===== config.mk =====
export PLATFORM = sky130hd
export DESIGN_NAME = stream_frame_packer
export DESIGN_NICKNAME = d
export VERILOG_FILES = /design/src/rtl/stream_frame_packer.sv
export SDC_FILE = /design/constraint.sdc
export NUM_CORES = 2
export LEC_CHECK = 0
export ABC_CLOCK_PERIOD_IN_PS = 14900
export CAP_MARGIN = 15
export CORE_AREA = 2 2 272 274
export CTS_CLUSTER_DIAMETER = 50
export DETAILED_ROUTE_END_ITERATION = 10
export DIE_AREA = 0 0 274 276
export PLACE_DENSITY = 0.95
export RECOVER_POWER = 25
export SETUP_SLACK_MARGIN = 0.05
export SYNTH_ARGS = -nofsm -noshare
export SYNTH_HDL_FRONTEND = slang
export SYNTH_SLANG_ARGS = --single-unit

===== constraint.sdc =====
create_clock -name clock -period 14.9 [get_ports clock]
set_input_delay 3.725 -clock clock [delete_from_list [all_inputs] [get_ports clock]]
set_output_delay 3.725 -clock clock [all_outputs]
set_load 0.05 [all_outputs]

===== src/rtl/stream_frame_packer.sv =====
// Packs narrow accelerator beats into wide host-bus beats with runtime frame length,
// lane-keep mask on the trailing partial beat and a completed-frame counter.
module stream_frame_packer #(
    parameter int IN_W    = 64,
    parameter int RATIO   = 8,
    parameter int FRAME_W = 16
) (
    input  logic                  clock,
    input  logic                  reset,
    input  logic [FRAME_W-1:0]    cfg_frame_beats,
    input  logic                  s_valid,
    output logic                  s_ready,
    input  logic [IN_W-1:0]       s_data,
    output logic                  m_valid,
    input  logic                  m_ready,
    output logic [IN_W*RATIO-1:0] m_data,
    output logic [RATIO-1:0]      m_keep,
    output logic                  m_last,
    output logic [31:0]           frame_count
);

    localparam int                 OUT_W      = IN_W * RATIO;
    localparam int                 LANE_W     = $clog2(RATIO);
    localparam logic [LANE_W-1:0]  LAST_LANE  = LANE_W'(RATIO - 1);
    localparam logic [LANE_W-1:0]  LANE_INC   = LANE_W'(32'd1);
    localparam logic [FRAME_W-1:0] FRAME_ONE  = FRAME_W'(32'd1);
    localparam logic [FRAME_W-1:0] FRAME_ZERO = {FRAME_W{1'b0}};

    logic [OUT_W-1:0]   r_acc;
    logic [LANE_W-1:0]  r_lane;
    logic [FRAME_W-1:0] r_beat;
    logic [FRAME_W-1:0] r_len;
    logic               r_m_valid;
    logic [OUT_W-1:0]   r_m_data;
    logic [RATIO-1:0]   r_m_keep;
    logic               r_m_last;
    logic [31:0]        r_frame_count;

    logic [FRAME_W-1:0] w_eff_cfg;
    logic [FRAME_W-1:0] w_len;
    logic               w_frame_end;
    logic               w_completing;
    logic               w_accept;
    logic               w_load;
    logic [OUT_W-1:0]   w_new_data;
    logic [RATIO-1:0]   w_new_keep;

    // Frame length applies from the first beat of a frame, so use the live config there.
    always_comb begin
        if (cfg_frame_beats == FRAME_ZERO) begin
            w_eff_cfg = FRAME_ONE;
        end else begin
            w_eff_cfg = cfg_frame_beats;
        end
        if (r_beat == FRAME_ZERO) begin
            w_len = w_eff_cfg;
        end else begin
            w_len = r_len;
        end
        w_frame_end  = (r_beat == (w_len - FRAME_ONE));
        w_completing = w_frame_end | (r_lane == LAST_LANE);
        s_ready      = !reset & (!w_completing | !r_m_valid | m_ready);
        w_accept     = s_valid & s_ready;
        w_load       = w_accept & w_completing;
    end

    // Merge the incoming beat into its lane; lanes past it are forced to zero.
    always_comb begin
        w_new_data = {OUT_W{1'b0}};
        w_new_keep = {RATIO{1'b0}};
        for (int k = 0; k < RATIO; k++) begin
            if (LANE_W'(k) == r_lane) begin
                w_new_data[k*IN_W +: IN_W] = s_data;
                w_new_keep[k]              = 1'b1;
            end else if (LANE_W'(k) < r_lane) begin
                w_new_data[k*IN_W +: IN_W] = r_acc[k*IN_W +: IN_W];
                w_new_keep[k]              = 1'b1;
            end else begin
                w_new_data[k*IN_W +: IN_W] = {IN_W{1'b0}};
                w_new_keep[k]              = 1'b0;
            end
        end
    end

    // Input side: accumulator, lane index, beat counter and latched frame length.
    always_ff @(posedge clock) begin
        if (reset) begin
            r_acc  <= {OUT_W{1'b0}};
            r_lane <= {LANE_W{1'b0}};
            r_beat <= FRAME_ZERO;
            r_len  <= FRAME_ZERO;
        end else if (w_accept) begin
            if (r_beat == FRAME_ZERO) begin
                r_len <= w_eff_cfg;
            end
            if (w_completing) begin
                r_acc  <= {OUT_W{1'b0}};
                r_lane <= {LANE_W{1'b0}};
            end else begin
                r_acc  <= w_new_data;
                r_lane <= r_lane + LANE_INC;
            end
            if (w_frame_end) begin
                r_beat <= FRAME_ZERO;
            end else begin
                r_beat <= r_beat + FRAME_ONE;
            end
        end
    end

    // Output register: a load may coincide with a drain for full throughput.
    always_ff @(posedge clock) begin
        if (reset) begin
            r_m_valid     <= 1'b0;
            r_m_data      <= {OUT_W{1'b0}};
            r_m_keep      <= {RATIO{1'b0}};
            r_m_last      <= 1'b0;
            r_frame_count <= 32'd0;
        end else begin
            if (w_load) begin
                r_m_valid <= 1'b1;
                r_m_data  <= w_new_data;
                r_m_keep  <= w_new_keep;
                r_m_last  <= w_frame_end;
            end else if (r_m_valid && m_ready) begin
                r_m_valid <= 1'b0;
            end
            if (r_m_valid && m_ready && r_m_last) begin
                r_frame_count <= r_frame_count + 32'd1;
            end
        end
    end

    assign m_valid     = r_m_valid;
    assign m_data      = r_m_data;
    assign m_keep      = r_m_keep;
    assign m_last      = r_m_last;
    assign frame_count = r_frame_count;

endmodule


==> run metrics <==
outcome finished with violations; failing checks capacitance limit, slew limit; CP Capture Point r_acc[288]; DP Wirelength approximately 86000 um; clock tree buffer depth 3; critical hold path startpoint m_data[136]; root buffer cell clkbuf_16; Lkg Pwr 21.5 nW; Sw Ratio between 20% and 30%; # port buffers 638; post-CTS setup buffer count 0; worst r2r dst m_data[415]; commonest non-fill, non-tap cells in the layout 1064 x nand2_1, 1035 x dfxtp_1, 603 x nand3_1; # rows slightly below 100; crit path cell chain buf_8 > clkbuf_1 > buf_4 > buf_4 > nor2_1 > a22o_1; mapped cell area ~42000 um2; startpoint class of the critical path input port; GP Congestion between 0.8 and 0.9; post-synth top area share just under 50%; # H-tree levels 3; data arrival time of the critical path between 10000 and 15000 ps; RSZ-0062 raised after global routing no; worst clock skew about 63 ps; Max Cap Viol 1; Logic pwr share slightly above 6%; CP endpoint kind flip-flop; vias per cell 6.60; Most used DFF post-synth dfxtp_1; Post-Syn Instances 4971; Post-Route Setup TNS 0 ps; placed instance area roughly 47000 um2; CP max FO roughly 190; Initial Util 57.7%; Internal roughly 4.6 mW; Slew Viols, Final ~190; Detailed Route Iter0 Violations a little under 7000; setup ws final 1970 ps; syn avg cell area ~8.4 um2; global-route wire length before repair between 200000 and 250000 um; Net Switching around 1.5 mW; post-synth cell types 66; First-pass DRT Iterations 9; Filler Cell Count 4884; final hold vios 0; crit-path max cell delay ~6000 ps; Clock Power Share around 48%; Die Y 276 um; register area share after synthesis around half; Reg-to-Reg Start r_beat[0]; TritonCTS clock tree done; Final min period approximately 13000 ps; Worst Hold Class reg2reg; DR vias slightly above 40000; GRT Total Usage around 39%; Die W 274 um; Tcrit/Tclk final between 80% and 90%; worst-margin pin slew 9070 ps; antenna-violating nets left 0; Area growth, synth to finish 22.6%; Clock Pin Slew Worst Setup and Hold Paths 70 ps; final wirelength approximately 150000 um; largest net degree at the start of global routing between 200 and 250; clk sink count 1037; drc violations 0; GRT Residual Overflow 0; Rel. slew slack -504%; commonest non-fill, non-tap cell in the layout nand2_1; Worst Reg2Reg Path Length in Cells 21; EDFF count, synth 0; R2R setup slack between 6000 and 7000 ps; Hold Slack about 450 ps; f_max between 0.07 and 0.08 GHz; Setup WS pre-CTS around 2600 ps; Synth area leaders dfxtp_1 50%, nand2_1 9.5%, a22o_1 9.4%; synthesis-stage register bit count roughly 1000; antenna fix cells 0; cts hold-fix bufs 0; Final Cell Area 51400 um2; clock buffer count from CTS 108; I/O pin cnt 639; share of post-route cells with drive strength above 1 under 10%; Flop pwr share a little under half; WP data required about 15000 ps; Setup crit start reset; Skew-Pair Late Insertion Delay approximately 700 ps; WL/cell between 20 and 25 um; core area around 73000 um2; CP max stage cell clkbuf_1; asr flop ratio synth 0%; PD cells between 100 and 150 nW/um2; maximum VDD drop roughly 0.10 mV; antenna violations before repair 0; vias in the first global route between 30000 and 40000; post-layout net count between 5000 and 6000; yosys warns 0; leading area contributor after synthesis dfxtp_1; type of the worst setup path in2reg; most used cell, CP buf_4; post-cts sizing count 0; die area 75600 um2; Final Setup Violations 0; syn nets slightly above 5000
worst max-delay path, delay by kind of cell:
| family | cells | cell delay (ps) |
|---|---|---|
| AND/OR/NAND/NOR | 1 | 280 |
| AO/OA/AOI/OAI | 1 | 290 |
| buffers and inverters | 4 | 8860 |
synthesized netlist by cell type, drive strengths merged (4+ instances only):
library cell	number
nand2	1064
dfxtp	1037
nand3	603
nor2	466
a22o	448
a22oi	385
clkbuf	292
buf	233
a21oi	151
o21ai	26
mux2i	25
xnor2	24
xor2	21
inv	20
or3	18
and3	13
nor4	13
nand4	12
and2	10
o211ai	9
ha	8
nor2b	7
nor3	6
or4	6
and4	5
mux2	5
nand2b	5
nor3b	5
a211oi	4
a311oi	4
a31oi	4
a32o	4
routing by layer:
metal	part of all wire [%]	up-vias	track usage, %
met5	0	-	0
met4	7.3	0	26.6
met3	13	715	10.6
met2	44	3281	58.1
met1	36	19600	47.9
li1	-	17900	-
metrics by stage:
stage,std cells,total power [mW],util (%)
6_report,6284,6.13,70.8
4_1_cts,6283,6.11,70.8
3_5_place_dp,6081,3.23,65.4
5_1_grt,6284,6.26,70.8
3_3_place_gp,6081,3.23,65.4
2_1_floorplan,4971,3.12,-
registers in the layout (all words and copies together) (netlist names):
signal	count
m_data	512
r_acc	448
frame_count	32
r_beat	16
r_len	16
m_keep	8
r_lane	3
m_last	1
m_valid	1
power by group through the flow:
stage	registers [mW]	logic, mW	clock network (mW)
2_1_floorplan	2.86	0.255	0
3_3_place_gp	2.87	0.359	0
3_5_place_dp	2.87	0.361	0
4_1_cts	2.81	0.363	2.94
5_1_grt	2.81	0.393	3.06
6_report	2.81	0.379	2.94
cell families (layout without fill, tap and decap cells):
group	count (synthesis)	count (layout)	synth area share [%]
buf+inv	546	900	6.32
flops	1037	1037	49.6
xor+xnor	45	45	0.941
simple gates	2240	2240	22.7
mux	30	30	0.732
fa+ha+maj	8	8	0.239
compound gates	1065	1065	19.5
cell type report:
type                    instances  area (um2)  area share (%)
clock buffers                 141        3050            5.93
clock inverters                61         878            1.71
inverters                      21        86.3           0.168
multi-input cells            3388       18600            36.2
flip-flops and latches       1037       20800            40.4
well taps                     959        1200            2.34
repair buffers                677        6780            13.2
worst min-delay path by stage:
stage | endpoint | slack [ps] | cells past startpoint
after floorplan | r_acc[100] | 450 | 1
final | m_data[136] | 450 | 2
after global routing | m_data[136] | 460 | 2
after global placement | m_data[97] | 440 | 2
after CTS | m_data[259] | 450 | 2
after detailed placement | m_data[259] | 440 | 2
Note: power is estimated with default switching activity, not from simulation.
